`src/rtl/vec_mem_seq.sv`:
```
// Vector load/store sequencer: moves one vector register to or from a word-wide
// data memory as NUM_ELEM consecutive element accesses, holding busy meanwhile.
module vec_mem_seq #(
    parameter int NUM_ELEM = 16,
    parameter int ELEM_W   = 16
) (
    input  logic                         clk,
    input  logic                         rst_n,
    input  logic                         start,
    input  logic                         is_store,
    input  logic [15:0]                  base_addr,
    input  logic [NUM_ELEM*ELEM_W-1:0]   store_data,
    output logic                         busy,
    output logic                         done,
    output logic [NUM_ELEM*ELEM_W-1:0]   load_data,
    output logic [15:0]                  mem_addr,
    output logic                         mem_re,
    output logic                         mem_we,
    output logic [ELEM_W-1:0]            mem_wdata,
    input  logic [ELEM_W-1:0]            mem_rdata,
    input  logic                         mem_rdy
);

    localparam int VW    = NUM_ELEM * ELEM_W;
    localparam int IDX_W = (NUM_ELEM > 1) ? $clog2(NUM_ELEM) : 1;
    localparam logic [IDX_W-1:0] LAST_IDX = IDX_W'(NUM_ELEM - 1);

    typedef enum logic [1:0] {
        IDLE = 2'd0,
        XFER = 2'd1,
        DONE = 2'd2
    } state_t;

    state_t           state;
    state_t           state_nxt;
    logic [IDX_W-1:0] idx;
    logic             store_q;
    logic [VW-1:0]    wbuf;
    logic [VW-1:0]    wbuf_shift;
    logic             advance;
    logic             last;

    assign advance    = (state == XFER) && mem_rdy;
    assign last       = (idx == LAST_IDX);
    assign wbuf_shift = wbuf >> ELEM_W;

    always_ff @(posedge clk or negedge rst_n) begin
        if (!rst_n) begin
            state <= IDLE;
        end else begin
            state <= state_nxt;
        end
    end

    always_comb begin
        state_nxt = state;
        busy      = 1'b0;
        done      = 1'b0;
        mem_re    = 1'b0;
        mem_we    = 1'b0;
        case (state)
            IDLE: begin
                if (start) begin
                    state_nxt = XFER;
                end
            end
            XFER: begin
                busy   = 1'b1;
                mem_re = !store_q;
                mem_we = store_q;
                if (mem_rdy && last) begin
                    state_nxt = DONE;
                end
            end
            DONE: begin
                done      = 1'b1;
                state_nxt = IDLE;
            end
            default: begin
                state_nxt = IDLE;
            end
        endcase
    end

    // mem_addr tracks base+idx incrementally; the store buffer shifts so the
    // next element's write data is always in its lowest lane.
    always_ff @(posedge clk or negedge rst_n) begin
        if (!rst_n) begin
            idx       <= '0;
            store_q   <= 1'b0;
            wbuf      <= '0;
            mem_addr  <= '0;
            mem_wdata <= '0;
            load_data <= '0;
        end else if (state == IDLE && start) begin
            idx      <= '0;
            store_q  <= is_store;
            mem_addr <= base_addr;
            if (is_store) begin
                wbuf      <= store_data;
                mem_wdata <= store_data[ELEM_W-1:0];
            end
        end else if (advance) begin
            if (!store_q) begin
                load_data[idx*ELEM_W +: ELEM_W] <= mem_rdata;
            end
            if (!last) begin
                idx      <= idx + 1'b1;
                mem_addr <= mem_addr + 16'd1;
                if (store_q) begin
                    wbuf      <= wbuf_shift;
                    mem_wdata <= wbuf_shift[ELEM_W-1:0];
                end
            end
        end
    end

endmodule

```
`config.mk`:
```
export PLATFORM = sky130hd
export DESIGN_NAME = vec_mem_seq
export DESIGN_NICKNAME = d
export VERILOG_FILES = /design/src/rtl/vec_mem_seq.sv
export SDC_FILE = /design/constraint.sdc
export NUM_CORES = 1
export LEC_CHECK = 0
export BUFFER_PORTS_ARGS = -buffer_cell sky130_fd_sc_hd__buf_2
export CORE_AREA = 2 2 225 227
export CTS_CLUSTER_DIAMETER = 100
export DETAILED_ROUTE_END_ITERATION = 7
export DIE_AREA = 0 0 227 229
export PLACE_DENSITY = 0.76
export SLEW_MARGIN = 10
export SYNTH_ARGS = -nofsm -noshare
export SYNTH_HDL_FRONTEND = slang
export SYNTH_SLANG_ARGS = --single-unit
```
`constraint.sdc`:
```
create_clock -name clk -period 7.5 [get_ports clk]
set_input_delay 2.25 -clock clk [delete_from_list [all_inputs] [get_ports clk]]
set_output_delay 2.25 -clock clk [all_outputs]
set_load 0.01 [all_outputs]
```
### Word-level counts from Yosys, hierarchy flattened

Index checks and enable logic that the tools add are counted.
Widths: inputs -> output; s select.

| word-level totals | value |
|---|---|
| register bits after elaboration | 551 |
| bits of input ports | 293 |
| output and inout bits | 292 |
| logic and storage cells | 56 |

| operators by class | value |
|---|---|
| add/sub/neg operators | 3 |
| equality and inequality tests | 7 |
| shift-type cells | 2 |
| muxes and demuxes | 24 |
| bitwise gates (word level) | 2 |
| reduce and logical (&&, ||, !) cells | 11 |

Operators with widths:

| operator | count |
|---|---|
| $mux 256 | 5 |
| $bwmux 256 | 1 |
| $shift 16x34->256 const A | 1 |
| $shiftx 16x34->256 | 1 |
| $mux 16 | 8 |
| $neg 8->34 | 1 |
| $add 16x1->16 const B | 1 |
| $mux 4 | 3 |
| $add 4x1->4 const B | 1 |
| $eq 4x4->1 const B | 1 |
| $mux 1 | 4 |
| $mux 2 | 2 |
| $ne 2x1->1 const B | 2 |
| $ne 2x2->1 const B | 2 |
| $pmux 2 s2 | 1 |
| $reduce_and 2->1 | 2 |
| $reduce_and 4->1 | 1 |
| $reduce_bool 2->1 | 2 |
| $logic_and 1x1->1 | 3 |
| $reduce_and 3->1 | 1 |
| $eq 2x1->1 const B | 1 |
| $eq 2x2->1 const B | 1 |
| $logic_not 2->1 | 1 |
| $not 1->1 | 2 |
| $logic_not 1->1 | 1 |

### Depth between registers and ports, before layout

| depth | value |
|---|---|
| depth in word-level cells | 4 |
| depth in mapped cells | 11 |
| gate-level depth less buffers | 6 |

### Least setup slack after synthesis

Ideal clock, no wire load.

| timing path | value |
|---|---|
| path type | input to register |
| start | input mem_rdy |
| end | register load_data[198] |
| setup time | 0.125 ns |
| data arrival time | 3.822 ns |
| required time | 7.375 ns |
| slack | 3.553 ns |
| cell stages on the path | 6 |
| path buffers | 2 |
| cell sequence | nand4bb_1 > buf_6 > or3_4 > nor4b_4 > buf_6 > mux2_2 |

| on the way | value |
|---|---|
| word-level cells in the longest chain between the ends | 2 |

RTL lines:

| element | RTL line | RTL |
|---|---|---|
| from (decl) | 21 | `input logic mem_rdy` |
| $logic_and 1x1->1 | 43 | `assign advance = (state == XFER) && mem_rdy;` |
| $reduce_and 3->1 (no line) | - |  |
| to (signal, indexed assignment) | 105 | `load_data[idx*ELEM_W +: ELEM_W] <= mem_rdata;` |
| to (decl) | 15 | `output logic [NUM_ELEM*ELEM_W-1:0] load_data,` |

Every way passes these cells.
A chain may end at the register's enable or synchronous reset.

### Final worst setup path

| timing path | value |
|---|---|
| start | input mem_rdy |
| end | register load_data[233] |

The elaborated chain is that of the path after synthesis.

==> key figures <==
Layout
  • Final nets: 3045
  • Fin cells: 3483
  • Area Growth Syn to Fin: 20.6%
  • Share of layout cells above drive strength 1: between 30% and 40%

Logic synthesis
  • Synthesized-area fraction occupied by adder cells: 0.204%
  • Yosys Warn Count: 0
  • Sequential area share after synthesis: 54.5%
  • Simple-gate share of the synthesized area: 13.1%
  • Post-Syn Nets: between 2000 and 3000
  • EDFF count, synth: 0
  • Post-Synthesis Cell Area: about 25000 sq um
  • XOR/XNOR Fraction of Synth Area: less than 1%
  • Yosys cell types: 59
  • Fraction of registers with async set/reset: between 90% and 100%
  • Seq cells post-synth: 535
  • Multiplexer share of the synthesized area: 19.3%
  • Cells after Synth: 2276
  • Main combinational cell family by area after synthesis: multiplexers
  • Compound-Gate Fraction of Synth Area: 7.56%
  • Most used flip-flop cell after synthesis: dfrtp_1
  • Syn Area/Cell: 10.8 sq um

Power and ir drop
  • Combinational share of power: a little over a third
  • Switch share: between 30% and 40%
  • Leakage: 0.0151 uW
  • Maximum vdd drop: 243 uV
  • Clock Power Share: about a quarter
  • Part of the power in registers: 39.8%
  • NetSw: 4400 uW
  • Internal: 6980 uW
  • Power Density: roughly 380 nW/um^2

Detailed routing
  • Pre-antenna DRT Iters: 8
  • Routed vias: roughly 19000
  • Highest routed layer: met5
  • DR vias/cell: 5.53
  • Starting DRT DRC Count: 1592
  • Drt drc: 0
  • Post-route ant nets: 0
  • Met3 wire length: approximately 5.4 mm
  • Total wire length: 73.8 mm
  • Routed met1 length: around 31 mm
  • Wire per inst: 21.2 microns
  • Routed wl met2: 34.0 mm

Clocking
  • Clk pin slew, worst setup/hold paths: ~0.060 ns
  • Clock Tree Buf Depth: 3
  • Hold Buf Count CTS: 0
  • Worst-Skew Late Latency: 0.60 ns
  • Num CTS Buffers: 56
  • Root Buffer: clkbuf_16
  • Clock sinks: approximately 540
  • Setup Buffers After CTS: 0
  • H-tree lvl count: 2
  • CTS tree: built
  • Post-CTS sizing: 0

Timing
  • Max-slew violation count: 0
  • Period Utilization, post-route: 61.9%
  • RSZ-0062 raised after global routing: false
  • Clk_skew: roughly 0.022 ns
  • Final setup vio count: 0
  • Slew margin rel.: roughly an eighth
  • Final min period: 4.65 ns
  • Setup TNS: 0 ns
  • Fin. Hold Viols: 0
  • Actual slew at the worst max-slew pin: approximately 1.3 ns
  • Fmax achieved: around 0.22 GHz

Setup path
  • Arrival time at the worst endpoint: 5.12 ns
  • Crit path kind: primary input to register
  • Critical path startpoint category: primary input
  • Crit path max fanout: 17
  • CP Capture Type: register
  • Critical Path RT: around 8.0 ns

GRT
  • Vias in the first global route: a little under 20000
  • Initial antenna violation count: 22
  • Largest net degree at the start of global routing: 192
  • Global-route wire length before repair: 112 mm
  • Grt total ovfl: 0
  • All-Layer GR Usage: 27.9%

Placed design
  • Routability cong.: 0.902
  • DP Wirelength: 51.9 mm
  • IO Port Bufs: 584
  • Placed insts: 3362

Floorplan
  • Starting Density: 49.5%
  • Core outline area: approximately 50000 sq um
  • Die X: 227 microns
  • DIE HEIGHT: 229 microns
  • IO Pins: 585
  • DIE AREA: 52000 sq um
  • Core Rows: between 80 and 90

Status
  • Outcome: completed

Run
  • Max-cap violations: 0

Worst hold path
  • Worst hold path class: register to register
==> power groups by stage <==
| stage | Clock, uW | Sequential, uW | Combinational [uW] |
|---|---|---|---|
| global placement | 0 | 4490 | 3790 |
| CTS | 2890 | 4500 | 3970 |
| floorplan | 0 | 4470 | 2640 |
| global route | 3020 | 4620 | 4420 |
| detailed placement | 0 | 4530 | 3940 |
| finish | 2860 | 4520 | 3990 |
==> cell type report <==
type,instances,area [sq um]
flip-flops and latches,535,13400
multi-input cells,1480,10000
repair buffers,604,3160
inverters,71,267
clock buffers,83,1690
fillers,4173,20000
diodes,20,50.0
well taps,672,841
clock inverters,18,211
==> cells by family after synthesis <==
group,after synthesis
simple gates,673
flops,535
mux,454
compound gates,338
buf+inv,261
xor+xnor,11
fa+ha+maj,4
==> through the flow <==
step	total power (uW)	setup slack (ns)	hold WS (ns)	util [%]	area [sq um]
2_1_floorplan	7110	3.55	0.438	-	24600
3_3_place_gp	8280	2.44	0.449	55.7	27700
3_5_place_dp	8480	2.33	0.454	55.7	27700
4_1_cts	11400	2.93	0.468	59.5	29600
5_1_grt	12100	2.76	0.492	59.6	29600
6_report	11400	2.85	0.468	59.7	29600
==> placed cells by master, fill, tap and decap left out, types with 3 or more instances in the layout <==
master       n
mux2_2     161
nand4_1      8
and4_1      17
nand3_1     25
nor4_1       4
clkbuf_1    11
inv_1       71
ha_1         4
o21ai_0    279
and3_1      86
a21oi_1      5
buf_12       6
dfrtp_1    535
clkbuf_16   58
buf_4       14
a21o_1      18
nand2_1    389
xnor2_1      9
nand2b_1     4
mux2_1       3
nor2b_1      4
bufinv_16    4
clkbuf_8    14
buf_2      583
nand3b_1     3
clkinv_2    10
o31ai_1     17
nor3_1      58
a31oi_1      4
mux2i_1    289
nor2_1      46
nor4_4       4
diode_2     20
==> final timing paths <==
path / slack (ns) / from / cells after the start / end
hold / removal: 0.47 / load_data[149]$_DFFE_PN0P_ / 1 / load_data[149]$_DFFE_PN0P_
min in group asynchronous: 1.69 / rst_n / 1 / wbuf[190]$_DFFE_PN0P_
setup reg to reg: 3.36 / idx[2]$_DFFE_PN0P_ / 7 / load_data[110]$_DFFE_PN0P_
max in group asynchronous: 4.21 / rst_n / 2 / load_data[16]$_DFFE_PN0P_
setup / recovery: 2.85 / mem_rdy / 5 / load_data[233]$_DFFE_PN0P_
hold reg to reg: 0.47 / load_data[149]$_DFFE_PN0P_ / 1 / load_data[149]$_DFFE_PN0P_
==> sequential cells by signal, indices dropped and copies added, names as in the netlist <==
name       cells
idx            4
load_data    256
mem_addr      16
mem_wdata     15
state          2
store_q        1
wbuf         241
==> synthesized netlist by cell type (8+ instances only) <==
master / instances / area, sq um
a21o_1: 18 / 135
nor2_1: 46 / 173
clkbuf_1: 113 / 424
o21ai_0: 280 / 1400
mux2i_1: 290 / 2900
o31ai_1: 17 / 128
dfrtp_1: 535 / 13400
mux2_2: 161 / 1810
nand4_1: 8 / 50.1
nand3_1: 26 / 130
and4_1: 17 / 149
nor3_1: 60 / 300
buf_2: 26 / 130
nand2_1: 389 / 1460
and3_1: 86 / 538
xnor2_1: 9 / 78.8
buf_4: 45 / 338
inv_1: 71 / 267
==> routing by layer <==
layer | up-vias | GRT usage, %
met4 | 4 | 13.4
met1 | 9483 | 37.8
met5 | - | 0
met3 | 197 | 5.62
li1 | 8786 | -
met2 | 774 | 43.1
==> critical path, stage by stage <==
cell and delay (ns):
buf_2 0.13, nand4bb_1 0.54, a2111o_1 0.81, nor4_4 0.94, mux2_2 0.43
Power figures use the tool's default switching activity.
